===== src/rtl/fir_mac_sequencer_pkg.sv =====
// Shared types and default widths for the FIR multiply-accumulate sequencer.
package fir_mac_sequencer_pkg;

    localparam int DATA_WIDTH_DEF = 24;
    localparam int COEF_WIDTH_DEF = 18;
    localparam int ADDR_WIDTH_DEF = 8;
    localparam int NTAPS_DEF      = 256;
    localparam int OUT_WIDTH_DEF  = 24;
    localparam int OUT_SHIFT_DEF  = 17;

    // Guard bits from ADDR_WIDTH cover the worst-case sum over 2^ADDR_WIDTH taps.
    function automatic int acc_width(input int data_w, input int coef_w, input int addr_w);
        return data_w + coef_w + addr_w;
    endfunction

    localparam int ACC_WIDTH_DEF = acc_width(DATA_WIDTH_DEF, COEF_WIDTH_DEF, ADDR_WIDTH_DEF);

    typedef enum logic [2:0] {
        ST_IDLE,
        ST_WRITE,
        ST_READ,
        ST_DRAIN,
        ST_DONE
    } fir_state_t;

endpackage


===== src/rtl/fir_mac_sequencer_out_sat.sv =====
// Arithmetic right shift of the accumulator followed by saturation to OUT_WIDTH.
module fir_out_sat #(
    parameter int ACC_WIDTH = 50,
    parameter int OUT_WIDTH = 24,
    parameter int OUT_SHIFT = 17
) (
    input  logic signed [ACC_WIDTH-1:0] acc,
    output logic signed [OUT_WIDTH-1:0] sat
);

    localparam int HI_W = ACC_WIDTH - OUT_WIDTH + 1;
    localparam logic signed [OUT_WIDTH-1:0] OUT_MAX = {1'b0, {(OUT_WIDTH-1){1'b1}}};
    localparam logic signed [OUT_WIDTH-1:0] OUT_MIN = {1'b1, {(OUT_WIDTH-1){1'b0}}};

    logic signed [ACC_WIDTH-1:0] shifted;
    logic [HI_W-1:0]             hi;

    assign shifted = acc >>> OUT_SHIFT;
    assign hi      = shifted[ACC_WIDTH-1:OUT_WIDTH-1];

    // In range only when every bit above the output sign bit matches it.
    always_comb begin
        sat = shifted[OUT_WIDTH-1:0];
        if (!(&hi) && (|hi)) begin
            sat = shifted[ACC_WIDTH-1] ? OUT_MIN : OUT_MAX;
        end
    end

endmodule


===== src/rtl/fir_mac_sequencer.sv =====
// Sequences one FIR output per input sample over an external circular buffer
// and coefficient ROM, both with one-cycle read latency.
//
// state    | meaning
// ---------+-----------------------------------------------------------
// ST_IDLE  | waiting for in_strobe
// ST_WRITE | write sample to buffer, clear accumulator and tap counter
// ST_READ  | NTAPS cycles issuing buffer reads and coefficient addresses
// ST_DRAIN | last product lands in the accumulator
// ST_DONE  | out_strobe; take pending sample or new strobe, else idle
module fir_mac_sequencer
    import fir_mac_sequencer_pkg::*;
#(
    parameter int DATA_WIDTH = DATA_WIDTH_DEF,
    parameter int COEF_WIDTH = COEF_WIDTH_DEF,
    parameter int ADDR_WIDTH = ADDR_WIDTH_DEF,
    parameter int NTAPS      = NTAPS_DEF,
    parameter int OUT_WIDTH  = OUT_WIDTH_DEF,
    parameter int OUT_SHIFT  = OUT_SHIFT_DEF
) (
    input  logic                         clk,
    input  logic                         reset,
    input  logic signed [DATA_WIDTH-1:0] in_data,
    input  logic                         in_strobe,
    output logic signed [DATA_WIDTH-1:0] buf_data_in,
    output logic                         buf_wren,
    output logic                         buf_rden,
    input  logic signed [DATA_WIDTH-1:0] buf_data_out,
    output logic        [ADDR_WIDTH-1:0] coef_addr,
    input  logic signed [COEF_WIDTH-1:0] coef_data,
    output logic signed [OUT_WIDTH-1:0]  out_data,
    output logic                         out_strobe,
    output logic                         busy,
    output logic                         overrun
);

    localparam int ACC_WIDTH  = acc_width(DATA_WIDTH, COEF_WIDTH, ADDR_WIDTH);
    localparam int PROD_WIDTH = DATA_WIDTH + COEF_WIDTH;
    localparam logic [ADDR_WIDTH-1:0] LAST_TAP = ADDR_WIDTH'(NTAPS - 1);

    fir_state_t                   state_q;
    fir_state_t                   state_nxt;
    logic        [ADDR_WIDTH-1:0] tap_q;
    logic signed [DATA_WIDTH-1:0] sample_q;
    logic signed [DATA_WIDTH-1:0] pend_q;
    logic                         pend_vld_q;
    logic                         mac_en_q;
    logic signed [ACC_WIDTH-1:0]  acc_q;
    logic signed [ACC_WIDTH-1:0]  acc_sum;
    logic signed [PROD_WIDTH-1:0] prod;
    logic signed [OUT_WIDTH-1:0]  sat_out;
    logic signed [OUT_WIDTH-1:0]  out_data_q;
    logic                         overrun_q;

    assign prod    = buf_data_out * coef_data;
    assign acc_sum = acc_q + {{(ACC_WIDTH-PROD_WIDTH){prod[PROD_WIDTH-1]}}, prod};

    fir_out_sat #(
        .ACC_WIDTH (ACC_WIDTH),
        .OUT_WIDTH (OUT_WIDTH),
        .OUT_SHIFT (OUT_SHIFT)
    ) u_out_sat (
        .acc (acc_sum),
        .sat (sat_out)
    );

    always_comb begin
        state_nxt   = state_q;
        buf_wren    = 1'b0;
        buf_rden    = 1'b0;
        buf_data_in = '0;
        coef_addr   = '0;
        out_strobe  = 1'b0;
        busy        = (state_q != ST_IDLE);
        case (state_q)
            ST_IDLE: begin
                if (in_strobe) state_nxt = ST_WRITE;
            end
            ST_WRITE: begin
                buf_wren    = 1'b1;
                buf_data_in = sample_q;
                state_nxt   = ST_READ;
            end
            ST_READ: begin
                buf_rden  = 1'b1;
                coef_addr = tap_q;
                if (tap_q == LAST_TAP) state_nxt = ST_DRAIN;
            end
            ST_DRAIN: begin
                state_nxt = ST_DONE;
            end
            ST_DONE: begin
                out_strobe = 1'b1;
                state_nxt  = (pend_vld_q || in_strobe) ? ST_WRITE : ST_IDLE;
            end
            default: begin
                state_nxt = ST_IDLE;
            end
        endcase
    end

    assign out_data = out_data_q;
    assign overrun  = overrun_q;

    always_ff @(posedge clk) begin
        if (reset) begin
            state_q    <= ST_IDLE;
            tap_q      <= '0;
            sample_q   <= '0;
            pend_q     <= '0;
            pend_vld_q <= 1'b0;
            mac_en_q   <= 1'b0;
            acc_q      <= '0;
            out_data_q <= '0;
            overrun_q  <= 1'b0;
        end else begin
            state_q   <= state_nxt;
            mac_en_q  <= (state_q == ST_READ);
            overrun_q <= in_strobe && pend_vld_q && (state_q != ST_IDLE);

            case (state_q)
                ST_IDLE: begin
                    if (in_strobe) sample_q <= in_data;
                end
                ST_WRITE: begin
                    tap_q <= '0;
                end
                ST_READ: begin
                    tap_q <= tap_q + ADDR_WIDTH'(1);
                end
                ST_DONE: begin
                    if (pend_vld_q) begin
                        sample_q   <= pend_q;
                        pend_vld_q <= 1'b0;
                    end else if (in_strobe) begin
                        sample_q <= in_data;
                    end
                end
                default: begin
                end
            endcase

            // DONE either hands the strobe straight to sample_q or drops it.
            if (in_strobe && !pend_vld_q &&
                (state_q inside {ST_WRITE, ST_READ, ST_DRAIN})) begin
                pend_q     <= in_data;
                pend_vld_q <= 1'b1;
            end

            if (state_q == ST_WRITE) begin
                acc_q <= '0;
            end else if (mac_en_q) begin
                acc_q <= acc_sum;
            end

            if (state_q == ST_DRAIN) out_data_q <= sat_out;
        end
    end

endmodule


===== config.mk =====
export PLATFORM = sky130hd
export DESIGN_NAME = fir_mac_sequencer
export DESIGN_NICKNAME = d
export VERILOG_FILES = /design/src/rtl/fir_mac_sequencer_pkg.sv /design/src/rtl/fir_mac_sequencer_out_sat.sv /design/src/rtl/fir_mac_sequencer.sv
export SDC_FILE = /design/constraint.sdc
export NUM_CORES = 2
export LEC_CHECK = 0
export BUFFER_PORTS_ARGS = -buffer_cell sky130_fd_sc_hd__buf_2
export CAP_MARGIN = 20
export CORE_AREA = 2 2 285 287
export DETAILED_ROUTE_END_ITERATION = 12
export DIE_AREA = 0 0 287 289
export SLEW_MARGIN = 20
export SYNTH_ARGS = -nofsm -noshare
export SYNTH_HDL_FRONTEND = slang
export SYNTH_SLANG_ARGS = --single-unit

===== constraint.sdc =====
create_clock -name clk -period 11.4 [get_ports clk]
set_input_delay 2.85 -clock clk [delete_from_list [all_inputs] [get_ports clk]]
set_output_delay 2.85 -clock clk [all_outputs]
set_load 0.02 [all_outputs]

* Yosys cells after proc, flatten, opt, wreduce, memory -nomap -nowiden *
Index checks and enable logic that the tools add are counted.

word-level totals
  bits in registers = 136
  bits in latches = 0
  memory bits (writable) = 0
  bits in read-only memories = 0
  memories kept = 0

cells by class
  $add $sub $neg = 2
  multipliers = 1
  div/mod/pow operators = 0
  $lt $le $gt $ge = 0
  eq/ne operators = 7
  shifts and indexed selects = 0
  muxes and demuxes = 17
  bitwise operators = 0
  reduce and logical (&&, ||, !) cells = 18

operators with widths
  cell                 number
  $mux 24              5
  $add 50x50->50       1
  $pmux 24 s2          1
  $mul 24x18->42       1
  $pmux 8 s2           1
  $pmux 3 s5           1
  $reduce_and 10->1    1
  $reduce_or 10->1     1
  $add 8x1->8 const B  1
  $eq 8x8->1 const B   1
  $mux 8               1
  $eq 3x2->1 const B   2
  $mux 1               6
  $mux 3               2
  $reduce_bool 2->1    3
  $reduce_bool 3->1    2
  $logic_and 1x1->1    5
  $ne 2x2->1 const B   2
  $eq 3x1->1 const B   1
  $eq 3x3->1 const B   1
  $logic_not 3->1      1
  $logic_not 1->1      2
  $reduce_and 2->1     1
  $reduce_or 2->1      1
  $logic_or 1x1->1     1

* Longest topological paths before layout *
  depth after elaboration = 6
  mapped depth = 40

* By module *
Synthesis repeated with hierarchy kept, for this count alone.

unflattened totals
  cells, all modules = 2848
  area total of the unflattened synthesis = 24144.4 um^2

modules (own cells, without submodules)
  module             instances  cells an instance  area an instance (um^2)  seq. area each (um^2)
  fir_mac_sequencer  1          2759               23462.5                  2722.6
  fir_out_sat        1          89                 681.9                    0.0

* Worst setup path after synthesis *
OpenSTA, ideal clock, no wires.

  kind = input to register
  start = input port buf_data_out[11]
  end = register out_data_q[17] (netlist: out_data[17])
  arrival time = 11.204 ns
  path slack = 0.070 ns
  stages on the path = 40
  path buffers = 4
  cells stage by stage = clkbuf_1 clkbuf_1 nand2_1 fa_1 inv_1 fa_1 inv_1 fa_1 inv_1 fa_1 fa_1 inv_1 fa_1 inv_1 ha_1 and3_1 and3_1 a21oi_1 (+4 left out) o21bai_1 a31oi_1 or4b_2 o211ai_1 ha_1 clkbuf_1 nand3_1 nor2_1 nand3_1 a21oi_1 a2111oi_0 o21ai_1 xor2_1 nor3_1 nand3_1 o31ai_4 buf_6 a211oi_2

between the ends
  cells in the longest elaborated chain, start to end = 6
  elaborated cells on any way between the ends = 8

RTL lines
  element               RTL line                         source
  start, declared       fir_mac_sequencer.sv:28          input logic signed [DATA_WIDTH-1:0] buf_data_out,
  $mul 24x18->42 *      fir_mac_sequencer.sv:55          assign prod = buf_data_out * coef_data;
  $add 50x50->50 *      fir_mac_sequencer.sv:56          assign acc_sum = acc_q + {{(ACC_WIDTH-PROD_WIDTH){prod[PROD_WIDTH-1]}}, prod};
  $reduce_and 10->1     fir_mac_sequencer_out_sat.sv:24  if (!(&hi) && (|hi)) begin
  $logic_not 1->1       fir_mac_sequencer_out_sat.sv:24
  $logic_and 1x1->1     fir_mac_sequencer_out_sat.sv:24
  $mux 24 *             fir_mac_sequencer_out_sat.sv:24
  end signal, assigned  fir_mac_sequencer.sv:156         if (state_q == ST_DRAIN) out_data_q <= sat_out;
  end, declared         fir_mac_sequencer.sv:52          logic signed [OUT_WIDTH-1:0] out_data_q;

Mark *: on every way between the ends. The rest lies on a longest branch, timed or not.
A chain may end at the register's enable or synchronous reset.

* Final worst setup path *
  start = input port buf_data_out[12]
  end = register out_data_q[4] (netlist: out_data[4])

The elaborated chain is that of the path after synthesis.

==> metrics.txt <==
maximum clock insertion buffer count=2; Max Clock Skew=13.0 ps; CP Launch Type=input pin; largest family of logic cells by synthesized area=adder cells; cell mode on critical path=inv_1; commonest non-fill, non-tap cell in the layout=inv_1; Crit-path slowest cell=fa_1; worst reg2reg startpoint=acc_q[0]; CP max stage delay=550 ps; Hold Vio Cnt, Final=0; Clock Tree Root=clkbuf_16; post-route cell area=0.0288 mm2; XOR/XNOR share of the synthesized area=3.25%; initial antenna violation count=1; share of cells above drive strength 1=19.0%; drt pass-1 iters=7; GPL Wtd Cong=0.878; hold path depth=2; CTS sink count=136; Synth Flop Type=dfxtp_1; mux share of post-synthesis cell area=1.81%; postcts setup bufs=0; synthesis-to-finish area growth=21.0%; pre-CTS WS=-305 ps; first-pass GRT wire length=108000 um; Area after DPL=0.0278 mm2; Hold EP=pend_q[23]; FF-to-FF End=out_data[4]; Synth Area in Compound Gates=11.8%; chip height=289 um; post-layout min period=11100 ps; core area=0.0799 mm2; slew of the pin with the lowest slew margin=935 ps; I/O pins=130; Crit path required time=11710 ps; Post-synth EDFFs=0; register clock-pin slew on the reported worst setup and hold paths=60 ps; number of global-route vias before repair=20000; Synth async-reset ratio=0%; IO buf count=129; adder-cell share of the synthesized area=44.0%; Vias/cell=4.61; total wire length=64600 um; Slew HR=37.6%; R2R cell count=14; final worst slack=299 ps; r2r setup slk=7460 ps; Row Count=104; Clock Latency Late Sink=440 ps; Worst setup EP type=register; maximum capacitance violations=0; Die W=287 um; GRT Total Usage=16.2%; DR DRC count=0; DRT iter0 DRCs=918; critical path class=input pin to register; Tcrit/Tclk final=97.4%; vias=19400; commonest cells after routing, fill and taps aside=514 x inv_1, 415 x fa_1, 377 x nand2_1, 306 x buf_4, 191 x and2_1; DP HPWL=54600 um; syn_area_per_cell=8.55 um2; Crit Path Max Fanout=6; Syn Inst Count=2788; CTS Buf Count=17; grt ovf=0; Total Nets Final=3778; largest net degree at the start of global routing=66; Mapped Area=0.0238 mm2; post-route ant nets=0; DR WL/cell=15.4 um; status=finished, final reports clean; CTS tree=built; Synth cell types=79; Final Max Slew Viols=0; number of synthesis warnings=0; H-tree depth=4; RSZ-0062 raised after global routing=true; achievable frequency=90.1 MHz; setup TNS=0 ps; Initial Util=29.8%; Simple-Gate Fraction of Synth Area=17.3%; hold_buf cts=0; Hold Path Class=register to register; Final Setup Violations=0; Worst EP arrival=11410 ps; die area=0.0829 mm2; HP Start=pend_q[23]; post-synthesis sequential area ratio=11.4%; flops & latches, synth=136; Syn Nets=3440
-- Yosys cell counts (42+ instances only) --
master / count / area (um2)
fa_1: 426 / 8530
a21o_1: 42 / 315
clkbuf_1: 122 / 458
nand2_1: 384 / 1440
ha_1: 157 / 1960
mux2i_1: 43 / 430
dfxtp_1: 136 / 2720
nor2_1: 165 / 619
o21ai_0: 61 / 305
xnor2_1: 56 / 490
and2_1: 194 / 1210
a21oi_1: 125 / 626
inv_1: 519 / 1950
-- sequential cells by signal (all words and copies together), names as in the netlist --
register,cells
pend_q,24
tap_q,8
sample_q,24
overrun,1
out_data,24
state_q,3
mac_en_q,1
pend_vld_q,1
acc_q,50
-- layer usage --
metal	up-vias	part of all wire [%]	track usage, %
met3	62	5.6	2.76
met4	2	1.7	3.78
met1	9538	47	22.9
li1	9330	-	-
met5	-	0.011	0
met2	434	45	25.6
-- final cells by class --
| cell class | instances | area (um2) |
|---|---|---|
| diodes | 1 | 2.50 |
| clock buffers | 19 | 453 |
| clock inverters | 13 | 158 |
| fillers | 8281 | 51100 |
| inverters | 521 | 1960 |
| multi-input cells | 1999 | 18900 |
| flip-flops and latches | 136 | 2720 |
| well taps | 1060 | 1330 |
| repair buffers | 451 | 3270 |
-- per-stage QoR --
stage | std cells | utilization [%] | hold WS, ps
finish | 4200 | 36.1 | 454
detailed placement | 4166 | 34.8 | 447
global placement | 4166 | 34.8 | 443
CTS | 4198 | 35.5 | 456
global route | 4199 | 36.1 | 472
floorplan | 2788 | - | 437
-- how the worst max path moves through the flow --
stage                          start            to  slack [ps]
finish              buf_data_out[12]   out_data[4]         300
CTS                     coef_data[0]   out_data[0]         120
floorplan           buf_data_out[11]  out_data[17]          70
global placement        coef_data[3]  out_data[22]        -270
detailed placement      coef_data[0]   out_data[1]        -310
global route        buf_data_out[15]  out_data[22]         -90
-- kinds of logic after synthesis --
logic type / after synthesis
simple gates: 876
buf+inv: 653
fa+ha+maj: 583
compound gates: 411
flops: 136
xor+xnor: 86
mux: 43
-- timing repair --
| action | 4_1_cts | 5_1_grt |
|---|---|---|
| endpoints found under the setup margin | 0 | 25 |
| endpoints found under the hold margin | 0 | 0 |
| resized for setup | 0 | 121 |
-- worst max-delay path: cells and delay by family --
| kind | cells | cell delay [ps] |
|---|---|---|
| adder cells (fa/ha/maj) | 8 | 3650 |
| AO/OA/AOI/OAI | 15 | 2850 |
| buffers and inverters | 8 | 880 |
| AND/OR/NAND/NOR | 6 | 840 |
| XOR/XNOR | 2 | 350 |
Power is not shown: default switching activity piles up to over one toggle a cycle in this logic, so the estimate is an artifact.
